`src/rtl/td_pkg.sv`:
```
// Shared types and default widths for the target_detect block.
package td_pkg;

  typedef enum logic [1:0] {
    IDLE   = 2'd0,
    SCAN   = 2'd1,
    REPORT = 2'd2
  } td_state_e;

  localparam int          TD_AMP_W        = 12;
  localparam int          TD_RNG_W        = 10;
  localparam int          TD_AZ_W         = 9;
  localparam int          TD_HIST_N       = 5;
  localparam int          TD_HIT_M        = 3;
  localparam logic [15:0] TD_SCAN_TIMEOUT = 16'd4096;
  localparam logic [9:0]  TD_MIN_RANGE    = 10'd8;

endpackage

```
`src/rtl/target_detect_if.sv`:
```
// Echo-stream / lock-tracking bus; slave = detector side, master = stream source and consumer.
// Handshake: scan_start/scan_end are one-cycle pulses, echo_valid qualifies one sample per cycle
// (no backpressure), and data_valid is a one-cycle pulse carrying fresh tgt_* coordinates.
interface target_detect_if #(
  parameter int AMP_W = 12,
  parameter int RNG_W = 10,
  parameter int AZ_W  = 9,
  parameter int CNT_W = 3
);
  logic             scan_start;
  logic             scan_end;
  logic [AZ_W-1:0]  azimuth;
  logic             echo_valid;
  logic [AMP_W-1:0] echo_amp;
  logic [RNG_W-1:0] echo_range;
  logic [AMP_W-1:0] thresh;
  logic             target_found;
  logic             data_valid;
  logic [RNG_W-1:0] tgt_range;
  logic [AZ_W-1:0]  tgt_az;
  logic [AMP_W-1:0] tgt_amp;
  logic [CNT_W-1:0] hit_count;

  modport slave (
    input  scan_start, scan_end, azimuth, echo_valid, echo_amp, echo_range, thresh,
    output target_found, data_valid, tgt_range, tgt_az, tgt_amp, hit_count
  );

  modport master (
    output scan_start, scan_end, azimuth, echo_valid, echo_amp, echo_range, thresh,
    input  target_found, data_valid, tgt_range, tgt_az, tgt_amp, hit_count
  );
endinterface

```
`src/rtl/target_detect_mofn_window.sv`:
```
// M-of-N persistence window: N-deep hit history, registered popcount and found flag.
module mofn_window #(
  parameter int HIST_N = 5,
  parameter int HIT_M  = 3,
  parameter int CNT_W  = $clog2(HIST_N + 1)
) (
  input  logic             clk,
  input  logic             reset,
  input  logic             shift_en,
  input  logic             hit,
  output logic [CNT_W-1:0] count,
  output logic             found
);

  logic [HIST_N-1:0] hist;
  logic [CNT_W-1:0]  pop;

  always_comb begin
    pop = '0;
    for (int i = 0; i < HIST_N; i++) begin
      pop = pop + CNT_W'(hist[i]);
    end
  end

  // count/found trail the history shift by one edge
  always_ff @(posedge clk or posedge reset) begin
    if (reset) begin
      hist  <= '0;
      count <= '0;
      found <= 1'b0;
    end else begin
      if (shift_en) begin
        hist <= (hist << 1) | HIST_N'(hit);
      end
      count <= pop;
      found <= (pop >= CNT_W'(HIT_M));
    end
  end

endmodule

```
`src/rtl/target_detect.sv`:
```
// Per-scan peak detector with M-of-N persistence; TD_MIN_RANGE_GATE_EN enables the near-range clutter gate.
module target_detect
  import td_pkg::*;
#(
  parameter int          AMP_W        = TD_AMP_W,
  parameter int          RNG_W        = TD_RNG_W,
  parameter int          AZ_W         = TD_AZ_W,
  parameter int          HIST_N       = TD_HIST_N,
  parameter int          HIT_M        = TD_HIT_M,
  parameter logic [15:0] SCAN_TIMEOUT = TD_SCAN_TIMEOUT,
  parameter logic [RNG_W-1:0] MIN_RANGE = RNG_W'(TD_MIN_RANGE)
) (
  input  logic            clk,
  input  logic            reset,
  target_detect_if.slave  bus,
  output td_state_e       state_dbg
);

  localparam int CNT_W = $clog2(HIST_N + 1);

`ifdef TD_MIN_RANGE_GATE_EN
  localparam bit GATE_EN = 1'b1;
`else
  localparam bit GATE_EN = 1'b0;
`endif

  td_state_e        state;
  logic             peak_valid;
  logic [AMP_W-1:0] peak_amp;
  logic [RNG_W-1:0] peak_rng;
  logic [AZ_W-1:0]  peak_az;
  logic [15:0]      wd;
  logic             rep_hit;
  logic             data_valid;
  logic [RNG_W-1:0] tgt_range;
  logic [AZ_W-1:0]  tgt_az;
  logic [AMP_W-1:0] tgt_amp;
  logic             qualify;
  logic             take;
  logic [CNT_W-1:0] hit_count;
  logic             target_found;

  always_comb begin
    qualify = bus.echo_valid && (bus.echo_amp >= bus.thresh) &&
              (!GATE_EN || (bus.echo_range >= MIN_RANGE));
    // strict compare: an equal later sample never displaces the earlier peak
    take    = qualify && (!peak_valid || (bus.echo_amp > peak_amp));
  end

  always_ff @(posedge clk or posedge reset) begin
    if (reset) begin
      state      <= IDLE;
      peak_valid <= 1'b0;
      peak_amp   <= '0;
      peak_rng   <= '0;
      peak_az    <= '0;
      wd         <= '0;
      rep_hit    <= 1'b0;
      data_valid <= 1'b0;
      tgt_range  <= '0;
      tgt_az     <= '0;
      tgt_amp    <= '0;
    end else begin
      data_valid <= rep_hit;
      rep_hit    <= 1'b0;
      if (rep_hit) begin
        tgt_range <= peak_rng;
        tgt_az    <= peak_az;
        tgt_amp   <= peak_amp;
      end
      case (state)
        IDLE: begin
          if (bus.scan_start) begin
            state      <= SCAN;
            peak_valid <= 1'b0;
            peak_amp   <= '0;
            wd         <= '0;
          end
        end
        SCAN: begin
          wd <= wd + 16'd1;
          if (bus.scan_end) begin
            state <= REPORT;
            if (take) begin
              peak_valid <= 1'b1;
              peak_amp   <= bus.echo_amp;
              peak_rng   <= bus.echo_range;
              peak_az    <= bus.azimuth;
            end
          end else if (wd == SCAN_TIMEOUT - 16'd1) begin
            state      <= REPORT;
            peak_valid <= 1'b0;
          end else if (bus.scan_start) begin
            peak_valid <= 1'b0;
            peak_amp   <= '0;
            wd         <= '0;
          end else if (take) begin
            peak_valid <= 1'b1;
            peak_amp   <= bus.echo_amp;
            peak_rng   <= bus.echo_range;
            peak_az    <= bus.azimuth;
          end
        end
        REPORT: begin
          rep_hit <= peak_valid;
          state   <= IDLE;
        end
        default: state <= IDLE;
      endcase
    end
  end

  mofn_window #(
    .HIST_N (HIST_N),
    .HIT_M  (HIT_M),
    .CNT_W  (CNT_W)
  ) u_mofn (
    .clk      (clk),
    .reset    (reset),
    .shift_en (state == REPORT),
    .hit      (peak_valid),
    .count    (hit_count),
    .found    (target_found)
  );

  assign bus.target_found = target_found;
  assign bus.data_valid   = data_valid;
  assign bus.tgt_range    = tgt_range;
  assign bus.tgt_az       = tgt_az;
  assign bus.tgt_amp      = tgt_amp;
  assign bus.hit_count    = hit_count;
  assign state_dbg        = state;

endmodule

```
`src/flat_wrapper.sv`:
```
// flat-port wrapper written by rule: the top's interface ports become plain ports
module target_detect_flat import td_pkg::*;
#(
  parameter int          AMP_W        = TD_AMP_W,
  parameter int          RNG_W        = TD_RNG_W,
  parameter int          AZ_W         = TD_AZ_W,
  parameter int          HIST_N       = TD_HIST_N,
  parameter int          HIT_M        = TD_HIT_M,
  parameter logic [15:0] SCAN_TIMEOUT = TD_SCAN_TIMEOUT,
  parameter logic [RNG_W-1:0] MIN_RANGE = RNG_W'(TD_MIN_RANGE)
)
  (clk, reset, state_dbg, bus_scan_start, bus_scan_end, bus_azimuth, bus_echo_valid, bus_echo_amp, bus_echo_range, bus_thresh, bus_target_found, bus_data_valid, bus_tgt_range, bus_tgt_az, bus_tgt_amp, bus_hit_count);
  target_detect_if #(.AMP_W(AMP_W), .RNG_W(RNG_W), .AZ_W(AZ_W), .CNT_W(3)) bus_i ();
  input  logic clk;
  input  logic reset;
  output td_state_e state_dbg;
  input wire logic [$bits(bus_i.scan_start)-1:0] bus_scan_start;
  input wire logic [$bits(bus_i.scan_end)-1:0] bus_scan_end;
  input wire logic [$bits(bus_i.azimuth)-1:0] bus_azimuth;
  input wire logic [$bits(bus_i.echo_valid)-1:0] bus_echo_valid;
  input wire logic [$bits(bus_i.echo_amp)-1:0] bus_echo_amp;
  input wire logic [$bits(bus_i.echo_range)-1:0] bus_echo_range;
  input wire logic [$bits(bus_i.thresh)-1:0] bus_thresh;
  output wire logic [$bits(bus_i.target_found)-1:0] bus_target_found;
  output wire logic [$bits(bus_i.data_valid)-1:0] bus_data_valid;
  output wire logic [$bits(bus_i.tgt_range)-1:0] bus_tgt_range;
  output wire logic [$bits(bus_i.tgt_az)-1:0] bus_tgt_az;
  output wire logic [$bits(bus_i.tgt_amp)-1:0] bus_tgt_amp;
  output wire logic [$bits(bus_i.hit_count)-1:0] bus_hit_count;
  assign bus_i.scan_start = bus_scan_start;
  assign bus_i.scan_end = bus_scan_end;
  assign bus_i.azimuth = bus_azimuth;
  assign bus_i.echo_valid = bus_echo_valid;
  assign bus_i.echo_amp = bus_echo_amp;
  assign bus_i.echo_range = bus_echo_range;
  assign bus_i.thresh = bus_thresh;
  assign bus_target_found = bus_i.target_found;
  assign bus_data_valid = bus_i.data_valid;
  assign bus_tgt_range = bus_i.tgt_range;
  assign bus_tgt_az = bus_i.tgt_az;
  assign bus_tgt_amp = bus_i.tgt_amp;
  assign bus_hit_count = bus_i.hit_count;
  target_detect #(.AMP_W(AMP_W), .RNG_W(RNG_W), .AZ_W(AZ_W), .HIST_N(HIST_N), .HIT_M(HIT_M), .SCAN_TIMEOUT(SCAN_TIMEOUT), .MIN_RANGE(MIN_RANGE)) u_core (.clk(clk), .reset(reset), .bus(bus_i), .state_dbg(state_dbg));
endmodule
```
`config.mk`:
```
export PLATFORM = sky130hd
export DESIGN_NAME = target_detect_flat
export DESIGN_NICKNAME = d
export VERILOG_FILES = /design/src/rtl/td_pkg.sv /design/src/rtl/target_detect_if.sv /design/src/rtl/target_detect_mofn_window.sv /design/src/rtl/target_detect.sv /design/src/flat_wrapper.sv
export SDC_FILE = /design/constraint.sdc
export NUM_CORES = 1
export LEC_CHECK = 0
export ABC_AREA = 1
export CAP_MARGIN = 20
export CORE_MARGIN = 2
export CORE_UTILIZATION = 45
export DETAILED_ROUTE_END_ITERATION = 7
export GPL_TIMING_DRIVEN = 1
export PLACE_DENSITY = 0.7
export SETUP_SLACK_MARGIN = 0.15
export SLEW_MARGIN = 20
export SYNTH_ARGS = -nofsm -noshare
export SYNTH_HDL_FRONTEND = slang
export SYNTH_HIERARCHICAL = 1
export SYNTH_SLANG_ARGS = --single-unit
```
`constraint.sdc`:
```
create_clock -name clk -period 3.05 [get_ports clk]
set_clock_uncertainty 0.05 [all_clocks]
set_input_delay 0.61 -clock clk [delete_from_list [all_inputs] [get_ports clk]]
set_output_delay 0.61 -clock clk [all_outputs]
set_load 0.01 [all_outputs]
```
==> metrics.txt, run 1 <==
status=completed; Tmin final=2.587 ns; CP arrival=roughly 2.8 ns; PortBufs=85; clock sinks=92; dpl cells=736; Worst-Margin Slew=0.9617 ns; first-pass GRT wire length=16010 um; maximum fanout along the worst path=27; TNS Setup=0 ns; final max-slew violation count=0; Slew HR=0.3589; final WL=9344 um; number of synthesized register bits=a little over 90; Final setup viols=0; syn_area_per_cell=8.811 um^2; sw frac=0.3253; part of the power in registers=0.441; CTS tree=yes; total core area=0.01014 mm^2; antenna-violating nets left=0; sequential-to-total area share from yosys stat=0.4977; H-tree depth=3; CTS hold repair buffers=0; Hold Crit Start=u_core/u_mofn/hist[1]; Die Area=roughly 0.011 mm^2; P_int=about 2700 uW; initial antenna violation count=0; Post-synth ARST share=1.000; fillers=884; top cells by area, synth=dfrtp_1 (50%), nand2_1 (10%), ha_1 (7.0%); Synth Net Count=601; R2R Path End=u_core/peak_az[3]; max-cap violation count=0; Hold Crit Depth=2; share of post-route cells with drive strength above 1=0.09091; Commonest cells post-synth=nand2_1 (126), dfrtp_1 (92), inv_1 (82), nor2_1 (63), a21oi_1 (29); grt ovf=0; CTS clock-pin slew for the worst setup and hold paths=0.10 ns; Main synth FF type=dfrtp_1; GRT Overall Usage=0.1795; row count=37; largest area contributor in the netlist=dfrtp_1; pin count of the biggest net entering global routing=53; Vias=3553; Root Buffer=clkbuf_8; mapped cell area=approximately 0.0046 mm^2; Pleak=0.002920 uW; number of enable flip-flop cells after synthesis=0; # diodes=0; Clk pwr share=0.231; combinational power share=0.328; placed cell area=0.005569 mm^2; WP data required=about 3.3 ns; post-CTS setup repair buffer count=0; Setup crit end kind=register; final cell count without fillers=around 750; Die H=105.4 um; initial drt markers=about 150; Min-Delay Endpoint=u_core/u_mofn/hist[1]; vias per cell=4.725; Initial Utilization=0.4563; worst hold slack=0.4570 ns; Placer Congestion=0.8667; synthesis warning total=6; WS Path Type=input port to register; Peak VDD IR=around 330 uV; Pre-antenna DRT Iters=4; Fin. Hold Viols=0; clk buf depth=2; Startpoint Class=input port; post-synth top area share=0.4977; hpwl dp=about 7000 um; Register-to-Register Path Depth=14; synthesized instance count=~530; R2R Setup Slk=0.86 ns; NetSw=approximately 1300 uW; distinct cell type count after synthesis=37; # resized after CTS=0; CTS buffer count=9; DR DRC count=0; die width=between 100 and 150 um; pwr dens=689.5 mW/mm^2; HP Class=register to register; fin nets=687; RSZ-0062 raised after global routing=no; worst r2r src=u_core/peak_amp[11]; io pins=86; fmax=a little under 400 MHz; vias in the first global route=approximately 3.5k; DR WL/cell=12.43 um; final period utilization=0.8481; design area=0.005791 mm^2; clock latency on the worst-skew pair=0.36 ns; P&R area growth vs syn=25.18%; top-count cell post-synth=nand2_1
==> kinds of logic after synthesis <==
logic type | Yosys count | synth area share
flops | 92 | 0.4977
mux | 11 | 0.02678
simple gates | 225 | 0.2061
compound gates | 67 | 0.09008
fa+ha+maj | 28 | 0.07898
buf+inv | 97 | 0.09089
xor+xnor | 5 | 0.009467
==> power by group through the flow <==
stage / clock (uW) / sequential (uW) / combinational (uW)
floorplan: 0 / 1830 / 707
global placement: 0 / 1780 / 1290
detailed placement: 0 / 1790 / 1330
CTS: 943 / 1770 / 1330
global route: 996 / 1810 / 1480
finish: 921 / 1760 / 1310
==> cell usage in the layout (no fill, tap or decap), types with 2 or more instances in the layout <==
| cell | instances |
|---|---|
| nand2_1 | 126 |
| dfrtp_1 | 91 |
| clkdlybuf4s50_1 | 85 |
| inv_1 | 81 |
| nor2_1 | 63 |
| a21oi_1 | 29 |
| ha_1 | 26 |
| o21ai_0 | 18 |
| nand3_1 | 15 |
| mux2_2 | 11 |
| clkbuf_8 | 9 |
| o21ai_2 | 9 |
| nand4_1 | 5 |
| xor2_1 | 5 |
| nand2_2 | 4 |
| o22ai_1 | 4 |
| nor3_1 | 3 |
| buf_4 | 3 |
| inv_6 | 2 |
| clkinv_2 | 2 |
| bufinv_16 | 2 |
| nor2_2 | 2 |
| nor2_4 | 2 |
| fa_1 | 2 |
==> registers in the layout, indices dropped and copies added, names as in the netlist <==
name,flops
u_core/u_mofn/count,3
u_core/u_mofn/found,1
u_core/wd,16
u_core/peak_valid,1
u_core/bus.tgt_amp,12
u_core/state_dbg,2
u_core/peak_az,9
u_core/peak_amp,12
u_core/bus.tgt_range,10
u_core/peak_rng,10
u_core/u_mofn/hist,5
u_core/bus.tgt_az,9
u_core/bus.data_valid,1
u_core/rep_hit,1
==> cell type report <==
class,instances,area (um^2),area share
clock inverter,6,93.84,0.01621
tap,136,170.2,0.02939
multi-input combinational,336,1903,0.3287
sequential,92,2303,0.3978
clock buffer,10,127.6,0.02204
timing repair buffer,88,873.3,0.1508
inverter,84,319.1,0.05510
==> per-layer routing <==
layer | global-route usage | vias up | routed length (um)
met5 | 0 | - | 0
met4 | 0.08381 | 0 | 205
met3 | 0.02783 | 14 | 298
met2 | 0.3014 | 58 | 4591
met1 | 0.2275 | 1662 | 4249
li1 | - | 1819 | -
==> worst max-delay path, stage by stage <==
cell,delay [ns]
clkdlybuf4s50_1,0.46
ha_1,0.32
nand2_1,0.08
nor2_2,0.12
inv_1,0.05
nor2_1,0.12
nand2_1,0.10
a21oi_4,0.24
nand2_4,0.15
nor2_8,0.36
nand2_1,0.12
o21ai_2,0.08
==> worst max path at each step <==
stage / startpoint / endpoint / slack, ns / depth (start not counted)
2_1_floorplan: reset / u_core/bus.data_valid / 0.25 / 1
3_3_place_gp: bus_echo_amp[9] / u_core/peak_az[1] / 0.14 / 12
3_5_place_dp: bus_echo_amp[11] / u_core/peak_az[3] / 0.08 / 12
4_1_cts: bus_echo_amp[11] / u_core/peak_az[3] / 0.46 / 12
5_1_grt: bus_echo_amp[11] / u_core/peak_az[3] / 0.23 / 14
6_report: bus_echo_amp[11] / u_core/peak_az[3] / 0.46 / 12
==> per-stage QoR <==
step | total power (uW) | util | worst slack [ns]
after global routing | 4294 | 0.5711 | 0.2337
after floorplan | 2535 | - | 0.2532
after CTS | 4041 | 0.5711 | 0.4561
final | 3993 | 0.5711 | 0.4633
after global placement | 3071 | 0.5493 | 0.1397
after detailed placement | 3117 | 0.5493 | 0.08457
(Power assumes the default switching activity.)
==> run 2: changes to the inputs <==
clock period = 2.7 ns   (was 3.05 ns; I/O delays follow)
==> metrics.txt, run 2 (same netlist as run 1, synthesis figures left out) <==
status=completed; final period utilization=0.8815; Setup WS pre-CTS=-0.1063 ns (-0.1908 ns); GRT Overall Usage=0.1892 (+0.009642); CTS buffer count=9 (unchanged); Hold Crit Depth=2 (unchanged); max-cap violation count=0 (unchanged); pin count of the biggest net entering global routing=49 (-7.5%); Peak VDD IR=385.3 uV (+15%); CP bufs+invs=2 (unchanged); Initial Utilization=0.4563 (unchanged); PortBufs=85 (unchanged); vias per cell=4.782 (+1.2%); crit path cell chain=clkdlybuf4s50_1 -> ha_1 -> nand2_1 -> nor2_2 -> inv_1 -> nor2_1 -> nand2_1 -> a21oi_4 -> nand3_4 -> nand2_1 -> nand2_1 -> nor2_1; Largest register FFs=16 (unchanged); clock latency on the worst-skew pair=0.37 ns (about the same); pwr dens=760.9 mW/mm^2 (+10%); WS Path Type=input port to register; Vias=3625 (+2.0%); Final setup viols=0 (unchanged); clock sinks=92 (unchanged); fin worst setup slack=0.3201 ns (-0.1432 ns); dpl cells=742 (+0.82%); # diodes=0 (unchanged); hpwl dp=7152 um (+3.2%); Slew HR=0.6018 (+0.2429); clk buf depth=2 (unchanged); met3 wire len=318 um (+6.7%); fmax=about 420 MHz; Crit path depth=12 (unchanged); Worst-Margin Slew=0.5973 ns (-0.3643 ns); slowest CP cell=clkdlybuf4s50_1; Pre-antenna DRT Iters=4 (unchanged); fin nets=693 (+0.87%); most frequent cells in the layout=nand2_1 (126), dfrtp_1 (91), clkdlybuf4s50_1 (85); DR DRC count=0 (unchanged); H-tree depth=3 (unchanged); CTS tree=yes; final WL=9600 um (+2.7%); Tmin final=around 2.4 ns; Worst path top cell family by delay=simple AND/OR/NAND/NOR gates; total core area=0.01014 mm^2 (unchanged); DR WL/cell=12.66 um (+1.9%); post-CTS setup repair buffer count=0 (unchanged); routed wl met2=4747 um (+3.4%); antenna-violating nets left=0 (unchanged); HP Class=register to register; vias in the first global route=3687 (+4.2%); initial drt markers=107 (-29%); Startpoint Class=input port; Pleak=0.002940 uW (+0.69%); Fin. Hold Viols=0 (unchanged); most common cell after layout, fill and taps aside=nand2_1; initial antenna violation count=0 (unchanged); Most flops, register=u_core/wd; CP arrival=2.63 ns (-0.20 ns); biggest regs=u_core/wd x16, u_core/bus.tgt_amp x12, u_core/peak_amp x12; io pins=86 (unchanged); DRT met1 WL=4247 um (about the same); RSZ-0062 raised after global routing=yes; die width=105.4 um (unchanged); Die H=105.4 um (unchanged); maximum fanout along the worst path=24 (-11%); WP data required=2.95 ns (-0.35 ns); final max-slew violation count=0 (unchanged); most frequent CP cell=nand2_1; Root Buffer=clkbuf_8; Register-to-Register Path Depth=11 (-3); Placer Congestion=0.8193 (-5.5%); CP max stage delay=0.46 ns (about the same); row count=37 (unchanged); max layer used=met4; CTS clock-pin slew for the worst setup and hold paths=0.09 ns (about the same); share of post-route cells with drive strength above 1=0.09968 (+0.008769); grt ovf=0 (unchanged); P&R area growth vs syn=26.21%; final cell count without fillers=758 (+0.80%); Die Area=0.01111 mm^2 (unchanged); first-pass GRT wire length=16690 um (+4.3%); Setup crit end kind=register
[run 2: cell types whose count changed in the layout (fill, tap and decap cells not counted)]
cell        change
inv_8           -1
buf_12          +2
inv_6           +1
clkinv_2        -1
bufinv_16       -1
clkinvlp_4      +2
buf_4           +4
[run 2: final cells by class]
type	count	area [um^2]
clock buffers	10	127.6
clock inverters	6	68.82
fillers	925	4300
inverters	84	321.6
multi-input cells	336	1903
flip-flops and latches	92	2303
well taps	136	170.2
repair buffers	94	943.4
[run 2: per-layer routing]
layer | track usage | vias up
met5 | 0 | -
met4 | 0.08952 | 0
met3 | 0.03525 | 20
met2 | 0.3207 | 62
met1 | 0.2326 | 1714
li1 | - | 1829
[run 2: path summary, 6_finish.rpt]
path,startpoint,to,slack (ns)
max,bus_echo_amp[11],u_core/peak_amp[4],0.32
min,u_core/peak_rng[2],u_core/peak_rng[2],0.45
max reg2reg,u_core/wd[0],u_core/peak_rng[8],0.56
min reg2reg,u_core/peak_rng[2],u_core/peak_rng[2],0.45
max in group asynchronous,reset,u_core/rep_hit,1.46
min in group asynchronous,reset,u_core/u_mofn/count[2],0.47
[run 2: power by group]
| group | switching, uW | total, uW | internal, uW |
|---|---|---|---|
| clock network | 512 | 949 | 437 |
| logic | 758 | 1500 | 745 |
| registers | 207 | 1990 | 1780 |
| total | 1480 | 4440 | 2960 |
[run 2: repair_timing]
action / in CTS / in global routing
gates resized for setup: 0 / 0
hold buffers: 0 / 0
endpoints found under the setup margin: 0 / 2
[run 2: worst min-delay path, cell delays in order, from the launching register on]
cell and delay (ns):
dfrtp_1 0.35, o21ai_0 0.08, nand2_1 0.05
[run 2: stage by stage]
step	hold slack [ns]	power [uW]	utilization	setup TNS (ns)	cell area, um^2
after floorplan	0.3019	2864	-	0	4629
after global placement	0.4200	3485	0.5565	-0.04929	5642
after detailed placement	0.4311	3551	0.5565	-1.731	5642
after CTS	0.4553	4518	0.5758	0	5838
after global routing	0.4769	4789	0.5758	0	5838
final	0.4523	4442	0.5758	0	5838
==> patch: new RTL, config.mk and constraints of run 2 <==
Reset style: synchronous (`reset`), changed in 2 clocked blocks.
--- a/src/rtl/target_detect_mofn_window.sv
+++ b/src/rtl/target_detect_mofn_window.sv
@@ -23,7 +23,7 @@
   end
 
   // count/found trail the history shift by one edge
-  always_ff @(posedge clk or posedge reset) begin
+  always_ff @(posedge clk) begin
     if (reset) begin
       hist  <= '0;
       count <= '0;
--- a/src/rtl/target_detect.sv
+++ b/src/rtl/target_detect.sv
@@ -47,7 +47,7 @@
     take    = qualify && (!peak_valid || (bus.echo_amp > peak_amp));
   end
 
-  always_ff @(posedge clk or posedge reset) begin
+  always_ff @(posedge clk) begin
     if (reset) begin
       state      <= IDLE;
       peak_valid <= 1'b0;
Formal check against the unedited RTL: differs if reset is asserted again (counterexample within 4 cycles, from zero or initial values and one cycle with reset high); with reset held inactive, the same outputs for 4 cycles.
==> patch against run 2 <==
Routed wire length increased by 9.0%; worst setup slack lost 0.037 ns; worst hold slack lost 0.039 ns; sequential cell count unchanged; critical path depth up 2; utilization rose by 2.2 points; area after synthesis down 0.76%; maximum frequency fell by 1.5%; final area increased by 0.56%; largest cell class is now multi-input combinational cells.
Power is not compared: it rests on default switching activity, and its combinational part moved more than twofold at a synthesized area within 25%.
==> patch: results (changes against run 2) <==
Critical path
  • RR Startpoint: u_core/peak_amp[11]
  • Flop-to-flop setup slack: 0.70 ns (+0.14 ns)
  • Arrival time worst endpoint: 2.66 ns (+0.03 ns)
  • Reg2reg end: u_core/peak_az[8]
  • R2r worst-path depth: 14 (+3)
  • Crit-path slowest cell: clkdlybuf4s50_1
  • CP max FO: 16 (-33%)
  • Critical Path Max Stage Delay: 0.46 ns (about the same)

GRT
  • First-pass GRT wire length: 17830 um (+6.8%)
  • Total track usage: 19.64% (+0.73 points)
  • Pin count of the biggest net entering global routing: 64 (+31%)
  • Vias in the first global route: 3978 (+7.9%)

Yosys
  • Post-synthesis sequential area ratio: 40.12% (-9.7 points)
  • Fraction of registers with async set/reset: 0% (-100 points)
  • Post-synth top cells: nand2_1, inv_1, dfxtp_1
  • Post-Synthesis Cells: 637 (+21%)
  • Post-Synthesis Net Count: 713 (+19%)
  • Top cells by area, synth: dfxtp_1, nand2_1, inv_1
  • Most used DFF post-synth: dfxtp_1
  • Post-synthesis cell type count: 36 (-2.7%)

Cells and area
  • Biggest register: u_core/wd
  • Filler cells: 941 (+1.7%)
  • Ratio of cells with drive above 1 in the final layout: 10.56% (+0.59 points)
  • Nets: 800 (+15%)

Placement
  • Placed cell count: 845 (+14%)
  • Area after DPL: 5599 um2 (-0.75%)
  • Pre-CTS WS: -0.1264 ns (-0.02018 ns)
  • Final HPWL DP: 7408 um (+3.6%)
  • GP Congestion: 0.8558 (+4.5%)

Min path
  • Min-delay src: u_core/peak_rng[9]
  • Hold EP: u_core/bus.tgt_range[9]

Clock tree
  • H-tree depth: 3 (unchanged)
  • TritonCTS buffer count: 9 (unchanged)
  • Worst-Skew Late Latency: 0.36 ns

Timing
  • Tightest Pin Transition: 1.027 ns (+0.4298 ns)
  • Fin Hold WS: 0.4133 ns (-0.03909 ns)
  • Period minus WS final: 2.417 ns (+0.03738 ns)

Outcome
  • Status: completed

Pwr
  • Sw frac: 26.34%

Drt
  • Vias per Instance: 4.789 (+0.14%)
  • Drt pass-1 iters: 4 (unchanged)
  • DRT Wirelength: 10470 um (+9.0%)
  • Drt wl/cell: 12.14 um (-4.1%)
  • Initial DRC count: 150 (+40%)
-- patch: per-layer routing --
metal  GRT usage, %  wire (um)  vias to the layer above
li1               -          -                     2164
met2          34.14       5048                       95
met3          5.864        625                       10
met5              0          0                        -
met4          5.429        100                        0
met1          23.46       4691                     1859
-- patch: power by group through the flow --
stage | Sequential [W] | Clock (W) | Combinational, W
after floorplan | 0.00143 | 0 | 0.000246
after global placement | 0.00143 | 0 | 0.000391
after detailed placement | 0.00143 | 0 | 0.000404
after CTS | 0.00140 | 0.00109 | 0.000407
after global routing | 0.00140 | 0.00114 | 0.000466
final | 0.00140 | 0.00106 | 0.000411
-- patch: layout make-up --
| type | count | area share, % |
|---|---|---|
| Sequential cell | 92 | 31.39 |
| Multi-Input combinational cell | 416 | 38.02 |
| Tap cell | 133 | 2.835 |
| Clock buffer | 10 | 2.174 |
| Timing Repair Buffer | 100 | 17.14 |
| Clock inverter | 6 | 1.705 |
| Inverter | 105 | 6.735 |
-- patch: how the worst max path moves through the flow --
stage	start	to
after floorplan	bus_thresh[11]	u_core/peak_amp[0]
after global placement	bus_echo_amp[11]	u_core/peak_az[7]
after detailed placement	bus_echo_amp[11]	u_core/peak_rng[7]
after CTS	bus_echo_amp[11]	u_core/peak_rng[7]
after global routing	bus_thresh[11]	u_core/peak_amp[7]
final	bus_thresh[11]	u_core/peak_amp[3]
-- patch: stage by stage --
| step | TNS [ns] | util [%] |
|---|---|---|
| 2_1_floorplan | 0 | - |
| 3_3_place_gp | -1.541 | 57.02 |
| 6_report | 0 | 59.79 |
| 3_5_place_dp | -2.103 | 57.02 |
| 4_1_cts | 0 | 59.34 |
| 5_1_grt | 0 | 59.79 |
-- patch: cell families (layout without fill, tap and decap cells) --
logic type               Yosys count  after routing  synth area share [%]
AO/OA/AOI/OAI                     99             99                 11.67
adder cells (fa/ha/maj)           28             28                 7.959
flip-flops                        92             92                 40.12
buffers and inverters            129            221                 11.67
XOR/XNOR                           4              4                0.7631
AND/OR/NAND/NOR                  285            285                 27.83
-- patch: critical path, delay by kind of cell --
| kind | cells | cell delay (ns) |
|---|---|---|
| fa+ha+maj | 1 | 0.31 |
| buf+inv | 4 | 0.72 |
| simple gates | 8 | 0.87 |
| compound gates | 1 | 0.21 |
-- patch: repair_timing --
action / CTS / global route
resized for setup: 0 / 4
endpoints found under the setup margin: 0 / 10
buffers inserted: 0 / 0
